==> src/rtl/accum_unit_pkg.sv <==
// Shared opcode and state definitions for the accumulator stage.
package accum_unit_pkg;

  localparam logic [1:0] OP_CLR  = 2'd0;
  localparam logic [1:0] OP_LOAD = 2'd1;
  localparam logic [1:0] OP_ADD  = 2'd2;
  localparam logic [1:0] OP_ADDC = 2'd3;

  typedef enum logic [1:0] {
    S_IDLE = 2'd0,
    S_EXEC = 2'd1,
    S_RESP = 2'd2
  } state_t;

endpackage

==> src/rtl/full_adder.sv <==
// Single-bit full-adder cell.
module full_adder (
  input  logic a,
  input  logic b,
  input  logic cin,
  output logic sum,
  output logic cout
);

  assign sum  = a ^ b ^ cin;
  assign cout = (a & b) | (cin & (a ^ b));

endmodule

==> src/rtl/ripple_add_n.sv <==
// WIDTH-bit ripple-carry adder chained from full-adder cells.
module ripple_add_n #(
  parameter int unsigned WIDTH = 4
) (
  input  logic [WIDTH-1:0] a,
  input  logic [WIDTH-1:0] b,
  input  logic             cin,
  output logic [WIDTH-1:0] sum,
  output logic             cout
);

  logic [WIDTH:0] carry;

  assign carry[0] = cin;
  assign cout     = carry[WIDTH];

  // One cell per bit; carry ripples from LSB to MSB.
  for (genvar i = 0; i < WIDTH; i++) begin : g_bit
    full_adder u_fa (
      .a    (a[i]),
      .b    (b[i]),
      .cin  (carry[i]),
      .sum  (sum[i]),
      .cout (carry[i+1])
    );
  end

endmodule

==> src/rtl/accum_unit.sv <==
// Handshaked accumulator: IDLE accepts an op, EXEC updates the sum, RESP
// holds the result until the consumer takes it.
module accum_unit
  import accum_unit_pkg::*;
#(
  parameter int unsigned WIDTH    = 4,
  parameter bit          SATURATE = 1'b0
) (
  input  logic             clk,
  input  logic             rst_n,
  input  logic             in_valid,
  output logic             in_ready,
  input  logic [1:0]       in_op,
  input  logic [WIDTH-1:0] in_data,
  output logic             out_valid,
  input  logic             out_ready,
  output logic [WIDTH-1:0] out_sum,
  output logic             out_cout,
  output logic             ovf_sticky
);

  state_t           state;
  logic [1:0]       op_q;
  logic [WIDTH-1:0] data_q;
  logic [WIDTH-1:0] acc;
  logic             carry_reg;

  logic             add_cin;
  logic [WIDTH-1:0] add_sum;
  logic             add_cout;

  // Only ADDC chains in the carry left by the previous operation.
  assign add_cin = (op_q == OP_ADDC) & carry_reg;

  ripple_add_n #(.WIDTH(WIDTH)) u_add (
    .a    (acc),
    .b    (data_q),
    .cin  (add_cin),
    .sum  (add_sum),
    .cout (add_cout)
  );

  // Result and carry come straight from the state registers, stable in RESP.
  assign out_sum  = acc;
  assign out_cout = carry_reg;

  // Control FSM plus accumulator, carry and sticky-overflow registers.
  always_ff @(posedge clk or negedge rst_n) begin
    if (!rst_n) begin
      state      <= S_IDLE;
      op_q       <= OP_CLR;
      data_q     <= '0;
      acc        <= '0;
      carry_reg  <= 1'b0;
      ovf_sticky <= 1'b0;
      in_ready   <= 1'b1;
      out_valid  <= 1'b0;
    end else begin
      case (state)
        S_IDLE: begin
          if (in_valid && in_ready) begin
            op_q     <= in_op;
            data_q   <= in_data;
            in_ready <= 1'b0;
            state    <= S_EXEC;
          end
        end
        S_EXEC: begin
          case (op_q)
            OP_CLR: begin
              acc        <= '0;
              carry_reg  <= 1'b0;
              ovf_sticky <= 1'b0;
            end
            OP_LOAD: begin
              acc       <= data_q;
              carry_reg <= 1'b0;
            end
            default: begin
              acc        <= (SATURATE && add_cout) ? '1 : add_sum;
              carry_reg  <= add_cout;
              ovf_sticky <= ovf_sticky | add_cout;
            end
          endcase
          out_valid <= 1'b1;
          state     <= S_RESP;
        end
        S_RESP: begin
          if (out_ready) begin
            out_valid <= 1'b0;
            in_ready  <= 1'b1;
            state     <= S_IDLE;
          end
        end
        default: begin
          out_valid <= 1'b0;
          in_ready  <= 1'b1;
          state     <= S_IDLE;
        end
      endcase
    end
  end

endmodule

==> config.mk <==
export PLATFORM = sky130hd
export DESIGN_NAME = accum_unit
export DESIGN_NICKNAME = d
export VERILOG_FILES = /design/src/rtl/accum_unit_pkg.sv /design/src/rtl/full_adder.sv /design/src/rtl/ripple_add_n.sv /design/src/rtl/accum_unit.sv
export SDC_FILE = /design/constraint.sdc
export NUM_CORES = 1
export LEC_CHECK = 0
export BUFFER_PORTS_ARGS = -buffer_cell sky130_fd_sc_hd__buf_2
export CAP_MARGIN = 20
export CELL_PAD_IN_SITES_DETAIL_PLACEMENT = 1
export CELL_PAD_IN_SITES_GLOBAL_PLACEMENT = 2
export CORE_ASPECT_RATIO = 1.1
export CORE_MARGIN = 5
export CORE_UTILIZATION = 29
export DETAILED_ROUTE_END_ITERATION = 10
export PLACE_DENSITY = 0.82
export REMOVE_ABC_BUFFERS = 1
export SYNTH_ARGS = -nofsm -noshare
export SYNTH_HDL_FRONTEND = slang
export SYNTH_SLANG_ARGS = --single-unit
==> constraint.sdc <==
create_clock -name clk -period 2.5 [get_ports clk]
set_input_delay 0.5 -clock clk [delete_from_list [all_inputs] [get_ports clk]]
set_output_delay 0.5 -clock clk [all_outputs]
set_load 0.01 [all_outputs]
### Word-level counts from Yosys, hierarchy flattened

Cells that the tools add are included.

| cells by class | value |
|---|---|
| add/sub/neg operators | 0 |
| multiply operators | 0 |
| divide/modulo/power cells | 0 |
| magnitude comparators | 0 |
| equal/unequal tests | 6 |
| shift-type cells | 0 |
| multiplexer cells | 11 |
| bitwise gates (word level) | 25 |
| reduce and logical (&&, ||, !) cells | 9 |

Operators by type and width:

| operator | number |
|---|---|
| bitwise AND 1 bit | 9 |
| one-hot mux 4 bit (2 select lines) | 1 |
| AND reduction 2 bit | 4 |
| bitwise XOR 1 bit | 8 |
| one-hot mux 1 bit (3 select lines) | 2 |
| one-hot mux 2 bit (3 select lines) | 1 |
| bitwise OR 1 bit | 5 |
| == test 2 x 1 -> 1 bit, second input constant | 2 |
| == test 2 bit, second input constant | 2 |
| logical NOT 2 bit | 2 |
| two-way mux 1 bit | 4 |
| two-way mux 2 bit | 2 |
| != test 2 bit, second input constant | 2 |
| inverter 1 bit | 3 |
| AND reduction 3 bit | 1 |
| one-hot mux 1 bit (2 select lines) | 1 |
| OR reduction 2 bit | 1 |
| logical AND 1 bit | 1 |

| storage, ports and cells | value |
|---|---|
| register bits after elaboration | 16 |
| latch bits | 0 |
| bits in writable memories | 0 |
| bits in read-only memories | 0 |
| input port bits | 10 |
| output and inout port bits | 8 |
| word-level logic and storage cells | 59 |
| memories | 0 |

### Logic depth before layout (Yosys ltp)

Gate-level depths: netlist of run 1.

| depth | value |
|---|---|
| word-level depth | 12 |
| mapped depth | 11 |

### Cells and area by module

Synthesis of run 1 repeated with hierarchy kept, for this count alone.

| unflattened totals | value |
|---|---|
| cells, all modules | 58 |
| area total of the unflattened synthesis | 742.0 um^2 |

By module, submodules not included:

| module | times used | cells an instance | area each (um^2) | seq. area each (um^2) |
|---|---|---|---|---|
| accum_unit | 1 | 54 | 661.9 | 401.6 |
| full_adder | 4 | 1 | 20.0 | 0.0 |

### Worst setup path before layout of run 1

No wires, ideal clock.

| timing | value |
|---|---|
| kind | reg2reg |
| from | register carry_reg, in the netlist out_cout |
| to | register acc[3], in the netlist out_sum[3] |
| setup time | 0.077 ns |
| arrival | 2.278 ns |
| required time | 2.423 ns |
| slack | 0.145 ns |
| cell stages (with the launch flop) | 12 |
| path buffers | 0 |
| clock period less this slack | 2.355 ns |
| cell sequence | dfrtp_1 and3_1 fa_1 inv_1 fa_1 inv_1 fa_1 inv_1 fa_1 nor2b_1 a21oi_1 a21oi_1 |

| between the ends | value |
|---|---|
| longest elaborated chain between the ends | 9 |

RTL lines:

| item | RTL line | RTL |
|---|---|---|
| from (decl) | accum_unit.sv:26 | `logic carry_reg;` |
| from (signal assigned) | accum_unit.sv:81 | `carry_reg <= add_cout;` |
| bitwise AND 1 bit | accum_unit.sv:33 | `assign add_cin = (op_q == OP_ADDC) & carry_reg;` |
| bitwise AND 1 bit | full_adder.sv:11 | `assign cout = (a & b) \| (cin & (a ^ b));` |
| bitwise OR 1 bit | full_adder.sv:11 |  |
| bitwise AND 1 bit | full_adder.sv:11 |  |
| bitwise OR 1 bit | full_adder.sv:11 |  |
| bitwise AND 1 bit | full_adder.sv:11 |  |
| bitwise OR 1 bit | full_adder.sv:11 |  |
| bitwise XOR 1 bit | full_adder.sv:10 | `assign sum = a ^ b ^ cin;` |
| one-hot mux 4 bit (2 select lines) | accum_unit.sv:69 | `case (op_q)` |
| to (signal assigned) | accum_unit.sv:76 | `acc <= data_q;` |
| to (signal assigned) | accum_unit.sv:80 | `acc <= (SATURATE && add_cout) ? '1 : add_sum;` |
| to (decl) | accum_unit.sv:25 | `logic [WIDTH-1:0] acc;` |

Every way passes these cells.
A chain may end at the register's enable or synchronous reset.

### Final worst setup path of run 1

Ends and elaborated chain as after synthesis.

==> out/metrics.cfg, run 1 <==
[run_status]
run_status = complete, no violations

[power_and_ir_drop]
vdd_ir_drop_max_uv = 232
pwr_density_cell_nw_per_um2 = 428
leakage_nw = 0.492

[clock_tree]
clockBufferDepth = 2
numClockSinks = 16
cts_root_buffer = clkbuf_4
cts.reportedPaths.clkPinSlew_ns = 0.09
cts-buffers-inserted = 3
clk-insertion-delay-late_ns = 0.28
tritoncts = built
htree_num_levels = 1

[global_routing]
gr-total-overflow = 0
grt_start_max_net_pins = 17
grt_pass1_vias = 660
grt_first_pass_wirelength_mm = 2.77
initial_antenna_violation_count = 0
gr-usage-all-layers = 0.0954

[critical_path]
reg_to_reg_start = out_cout
path_buf_inv = 3
regToRegEndpoint = out_sum[3]
critPathArrivalTime_ns = 2.57
crit_path_top_delay_cell = dfrtp_1
cp-endpoint = out_sum[3]
worst_r2r_path_depth = 11
critPathRequiredTime_ns = 2.71
timing_worst_setup_path_type = reg2reg
critical_path.top_delay_family = adder cells
worst_reg_to_reg_setup_slack_ns = 0.14
cp-end-kind = register
critical_path.max_fanout = 3
worst_path_cell_trace = and3_4 > fa_2 > inv_2 > fa_1 > inv_1 > fa_2 > inv_2 > fa_1 > nor2b_1 > a21oi_1 > a21oi_1
worst_path_largest_cell_delay_ns = 0.40
crit_start = out_cout
setup.worst_path.start_class = register
timing.critical_path.depth = 11

[placed_design]
placedCellCount = 120
finalWeightedCongestion = 0.714
io_buffer_count = 17
place.detailed.hpwl_mm = 1.31

[sta]
fmax_mhz = 423
grt_setup_unrepaired = yes
worst_clock_skew_ns = 0.00444
final_min_period_over_clock_period = 0.946
final_max_slew_viol_count = 0
slew_headroom = 0.704
tightest_slew_ns = 0.444
setup_viol = 0
timing.final.hold_violations = 0
min_period_ns = 2.36

[yosys]
synth_cells = 73
synth.avg_cell_area_um2 = 11.1
syn-cell-area_um2 = 807
ys_seq_area_frac = 0.498
ys.warnings.count = 0
ys_seq_elements = 16
yosys.cell_types.count = 22

[routing]
vias_per_cell = 4.62
routed_wirelength_mm = 1.69
antenna_left = 0
num_vias = 577
drt_first_iter_violations = 3
detail_route.first_pass.iterations = 2
drc = 0
route.detailed.wl_per_inst_um = 13.5

[finish]
drive_gt1_frac = 0.380
layoutNonFillerInstCount = 125
numnets_final = 107
finalCoreUtilization = 0.353
antenna_cells = 0
area_delta_synth_final_pct = 19.4

[floorplanning]
core_area_um2 = 2730
die_area_um2 = 3940
initial_core_util = 0.296
floorplan.io_pins = 18
chip_height_um = 65.3
floorplan.die.width_um = 60.3
rows = 20

[flow_run]
drv_cap = 0

[hold_path]
hold_path.class = in2async

-- through the flow --
stage / hold WS, ns / setup TNS, ns / area, um2 / setup slack [ns] / total power, mW
CTS: 0.118 / 0 / 953 / 0.0280 / 0.421
global route: 0.136 / -0.00362 / 963 / -0.00362 / 0.432
detailed placement: 0.437 / -0.0135 / 920 / -0.0135 / 0.278
finish: 0.114 / 0 / 963 / 0.135 / 0.413
global placement: 0.434 / 0 / 920 / 0.0619 / 0.278
floorplan: 0.204 / 0 / 764 / 0.145 / 0.265
-- what timing repair did --
item	CTS	global route
buffers inserted	0	1
pin swaps	1	1
hold buffers	0	0
gates resized for setup	2	3
endpoints found under the setup margin	1	1
-- worst min path at each step --
stage	end	cells past startpoint	slack [ns]
after floorplan	data_q[0]	0	0.20
after global placement	state[0]	1	0.43
after detailed placement	data_q[3]	1	0.44
after CTS	out_sum[1]	1	0.12
after global routing	state[1]	1	0.14
final	op_q[1]	1	0.11
-- flip-flops by register name (all words and copies together) (netlist names) --
| signal | count |
|---|---|
| op_q | 2 |
| out_cout | 1 |
| in_ready | 1 |
| out_sum | 4 |
| ovf_sticky | 1 |
| data_q | 4 |
| state | 2 |
| out_valid | 1 |
-- layout make-up --
type / count / area, um2
fillers: 320 / 1760
flip-flops and latches: 16 / 402
multi-input cells: 42 / 345
repair buffers: 21 / 115
well taps: 33 / 41.3
inverters: 9 / 33.8
clock buffers: 4 / 26.3
-- cells in the mapped netlist (all sizes together) --
| master | count | area, um2 |
|---|---|---|
| o211ai | 1 | 7.51 |
| a21o | 1 | 7.51 |
| nand2b | 1 | 6.26 |
| fa | 4 | 80.1 |
| nor2 | 6 | 22.5 |
| inv | 9 | 33.8 |
| nand2 | 2 | 7.51 |
| nor3 | 1 | 5.00 |
| dfstp | 1 | 26.3 |
| nand3b | 1 | 7.51 |
| o21a | 1 | 7.51 |
| a22oi | 2 | 15.0 |
| o21ai | 5 | 25.0 |
| a21oi | 7 | 35.0 |
| dfrtp | 15 | 375 |
| and3 | 1 | 6.26 |
| and2b | 1 | 7.51 |
| buf | 6 | 42.5 |
| nor4bb | 1 | 10.0 |
| nor2b | 3 | 18.8 |
| mux2 | 4 | 60.1 |
-- logic make-up after synthesis --
group,count (synthesis),synth area share
mux,4,0.0744
fa+ha+maj,4,0.0992
simple gates,17,0.113
buf+inv,15,0.0946
compound gates,17,0.121
flops,16,0.498
-- cells in the final DEF (no fill, tap or decap), types with 2 or more instances in the layout --
master | Yosys | routed
a22oi_1 | 2 | 2
dfrtp_1 | 15 | 15
mux2_4 | 4 | 4
fa_2 | 0 | 2
clkbuf_4 | 0 | 3
nor2b_1 | 3 | 3
inv_1 | 9 | 7
a21oi_1 | 7 | 7
o21ai_0 | 5 | 5
fa_1 | 4 | 2
buf_4 | 5 | 4
buf_2 | 1 | 17
nor2_1 | 6 | 6
inv_2 | 0 | 2
nand2_1 | 2 | 2
-- metal layers --
layer / vias to the layer above / routed length, um / global-route usage
met3: 4 / 72 / 0.0275
met1: 284 / 708 / 0.104
met4: 0 / 31 / 0.0416
met5: - / 0 / 0
met2: 13 / 872 / 0.168
li1: 276 / - / -
-- power breakdown --
part | internal [mW] | total, mW | switching [mW] | leakage (nW)
clock network | 0.0620 | 0.140 | 0.0783 | 0.0150
registers | 0.259 | 0.259 | 0 | 0.210
logic | 0.00596 | 0.0138 | 0.00785 | 0.267
total | 0.327 | 0.413 | 0.0861 | 0.492
Power figures use the tool's default switching activity.
==> inputs of run 2 (changes only) <==
--- a/config.mk
+++ b/config.mk
@@ -11,9 +11,10 @@
 export CELL_PAD_IN_SITES_GLOBAL_PLACEMENT = 2
 export CORE_ASPECT_RATIO = 1.1
 export CORE_MARGIN = 5
-export CORE_UTILIZATION = 29
+export CORE_UTILIZATION = 30
 export DETAILED_ROUTE_END_ITERATION = 10
 export PLACE_DENSITY = 0.82
+export RECOVER_POWER = 25
 export REMOVE_ABC_BUFFERS = 1
 export SYNTH_ARGS = -nofsm -noshare
 export SYNTH_HDL_FRONTEND = slang
==> constraint.sdc (replaced) <==
create_clock -name clk -period 2.92 [get_ports clk]
set_input_delay 0.584 -clock clk [delete_from_list [all_inputs] [get_ports clk]]
set_output_delay 0.584 -clock clk [all_outputs]
set_load 0.01 [all_outputs]
==> out/metrics.cfg, run 2 (synthesis gave the netlist of run 1 again) <==
[clock_tree]
cts.reportedPaths.clkPinSlew_ns = 0.09  ; about the same
cts_hold_buf = 0  ; unchanged
clockBufferDepth = 2  ; unchanged
tritoncts = built
cts_resized = 0  ; -2
cts-buffers-inserted = 3  ; unchanged
post_cts_buffers = 0  ; unchanged
cts_root_buffer = clkbuf_4
htree_num_levels = 1  ; unchanged
clk-insertion-delay-late_ns = 0.28  ; about the same
numClockSinks = 16  ; unchanged

[critical_path]
cp-end-kind = register
critPathArrivalTime_ns = 2.75  ; +0.18 ns
critical_path.max_fanout = 9  ; +6
crit_path_top_delay_cell = dfrtp_1
timing.critical_path.depth = 11  ; unchanged
setup.worst_path.start_class = register
critical_path.top_delay_family = adder cells
timing_worst_setup_path_type = reg2reg
worst_path_cell_trace = and3_1 > fa_1 > inv_1 > fa_1 > inv_1 > fa_1 > inv_1 > fa_1 > nor2b_1 > a21oi_1 > a21oi_1
worst_r2r_path_depth = 11  ; unchanged
path_buf_inv = 3  ; unchanged
crit_start = op_q[1]
worst_path_largest_cell_delay_ns = 0.47  ; +0.07 ns
crit_path_frequent_cell = fa_1
critPathRequiredTime_ns = 3.13  ; +0.42 ns
reg_to_reg_start = op_q[1]

[power_and_ir_drop]
share_clk_of_total_power = 0.341  ; about the same
share_comb_of_total_power = 0.034  ; about the same
net_switching_share_of_the_total_power = 0.212  ; +0.00317
vdd_ir_drop_max_uv = 170  ; -27%
netSwitchingPower_uw = 75.1  ; -13%
leakage_nw = 0.478  ; -2.7%
internal_power_component_uw = 279  ; -14%
pwr_density_cell_nw_per_um2 = 385  ; -10%
power_frac_seq = 0.625  ; -0.002

[placed_design]
place.detailed.hpwl_mm = 1.29  ; -1.9%
finalWeightedCongestion = 0.632  ; -12%
post_dp_cell_area_um2 = 896  ; -2.6%
io_buffer_count = 17  ; unchanged

[finish]
drive_gt1_frac = 0.281  ; -0.0995
area_delta_synth_final_pct = 14.1
antenna_cells = 0  ; unchanged
numnets_final = 104  ; -2.8%
postLayoutCellArea_um2 = 921  ; -4.4%
final.fill_count = 307  ; -4.1%
most_common_cell_after_layout_fill_and_taps_aside = buf_2
combined_area_of_the_multi_input_logic_cells_um2 = 329  ; -4.7%
most-common-layout-cells = buf_2, dfrtp_1, inv_1
ff_latch_area_um2 = 402  ; unchanged

[sta]
grt_setup_unrepaired = no
final_max_slew_viol_count = 0  ; unchanged
setup_viol = 0  ; unchanged
min_period_ns = 2.54  ; +0.176 ns
tightest_slew_ns = 0.907  ; +0.464 ns
worst_clock_skew_ns = 0.00558  ; +0.00115 ns
fmax_mhz = 394  ; -6.9%
timing.final.hold_violations = 0  ; unchanged
setup_total_negative_slack_ns = 0  ; unchanged
final_min_period_over_clock_period = 0.870  ; -0.0758
slew_headroom = 0.395  ; -0.309

[global_routing]
grt_start_max_net_pins = 17  ; unchanged
grt_pass1_vias = 641  ; -2.9%
gr-usage-all-layers = 0.0988  ; +0.00333
initial_antenna_violation_count = 0  ; unchanged
grt_first_pass_wirelength_mm = 2.88  ; +4.0%
gr-total-overflow = 0  ; unchanged

[routing]
antenna_left = 0  ; unchanged
drc = 0  ; unchanged
route.detailed.wl_per_inst_um = 14.1  ; +4.4%
vias_per_cell = 4.68  ; +1.5%
num_vias = 562  ; -2.6%
drt_first_iter_violations = 4  ; +1
routed_wirelength_mm = 1.69  ; +0.24%
detail_route.first_pass.iterations = 4  ; +2

[flow_run]
drv_cap = 0  ; unchanged

[floorplanning]
die_area_um2 = 3830  ; -2.8%
chip_height_um = 64.4  ; -1.4%
core_area_um2 = 2540  ; -6.7%
rows = 19  ; -5.0%
initial_core_util = 0.317  ; +0.0214
floorplan.io_pins = 18  ; unchanged
floorplan.die.width_um = 59.5  ; -1.4%

[run_status]
run_status = complete, no violations

[hold_path]
hold_path.class = in2async

-- run 2: cell types whose count changed in the layout (fill, tap and decap cells not counted), sizes merged --
cell,before,now
clkbuf,4,5
buf,21,17
-- run 2: final timing paths --
kind / to / slack, ns
min in group clk: out_valid / 0.49
worst max register to register: out_sum[3] / 0.38
max in group asynchronous: data_q[1] / 1.96
worst min register to register: out_valid / 0.49
worst min-delay path: out_sum[0] / 0.39
worst max-delay path: out_sum[3] / 0.38
-- run 2: per-layer routing --
metal | up-vias | global-route usage | routed length (um)
met3 | 4 | 0.0302 | 124
met4 | 0 | 0.0425 | 18
met2 | 16 | 0.157 | 797
li1 | 264 | - | -
met5 | - | 0 | 0
met1 | 278 | 0.121 | 749
-- run 2: layout make-up --
cell class | instances | share of cell area
clock buffers | 4 | 0.0285
inverters | 9 | 0.0367
multi-input cells | 42 | 0.357
flip-flops and latches | 16 | 0.436
well taps | 31 | 0.0421
repair buffers | 18 | 0.0992
-- run 2: power by group through the flow --
stage | clock (mW) | sequential, mW | combinational [mW]
after floorplan | 0 | 0.226 | 0.00125
after global placement | 0 | 0.226 | 0.0119
after detailed placement | 0 | 0.226 | 0.0126
after CTS | 0.129 | 0.221 | 0.0127
after global routing | 0.140 | 0.222 | 0.0141
final | 0.121 | 0.221 | 0.0119
-- run 2: per-stage QoR --
step           std cells  total power [mW]  worst slack, ns  hold slack, ns  utilization
2_1_floorplan         67             0.227            0.565           0.288            -
3_3_place_gp         116             0.238            0.456           0.459        0.352
3_5_place_dp         116             0.238            0.387           0.472        0.352
4_1_cts              120             0.363            0.339           0.211        0.363
5_1_grt              120             0.376            0.152           0.470        0.362
6_report             120             0.354            0.379           0.394        0.362
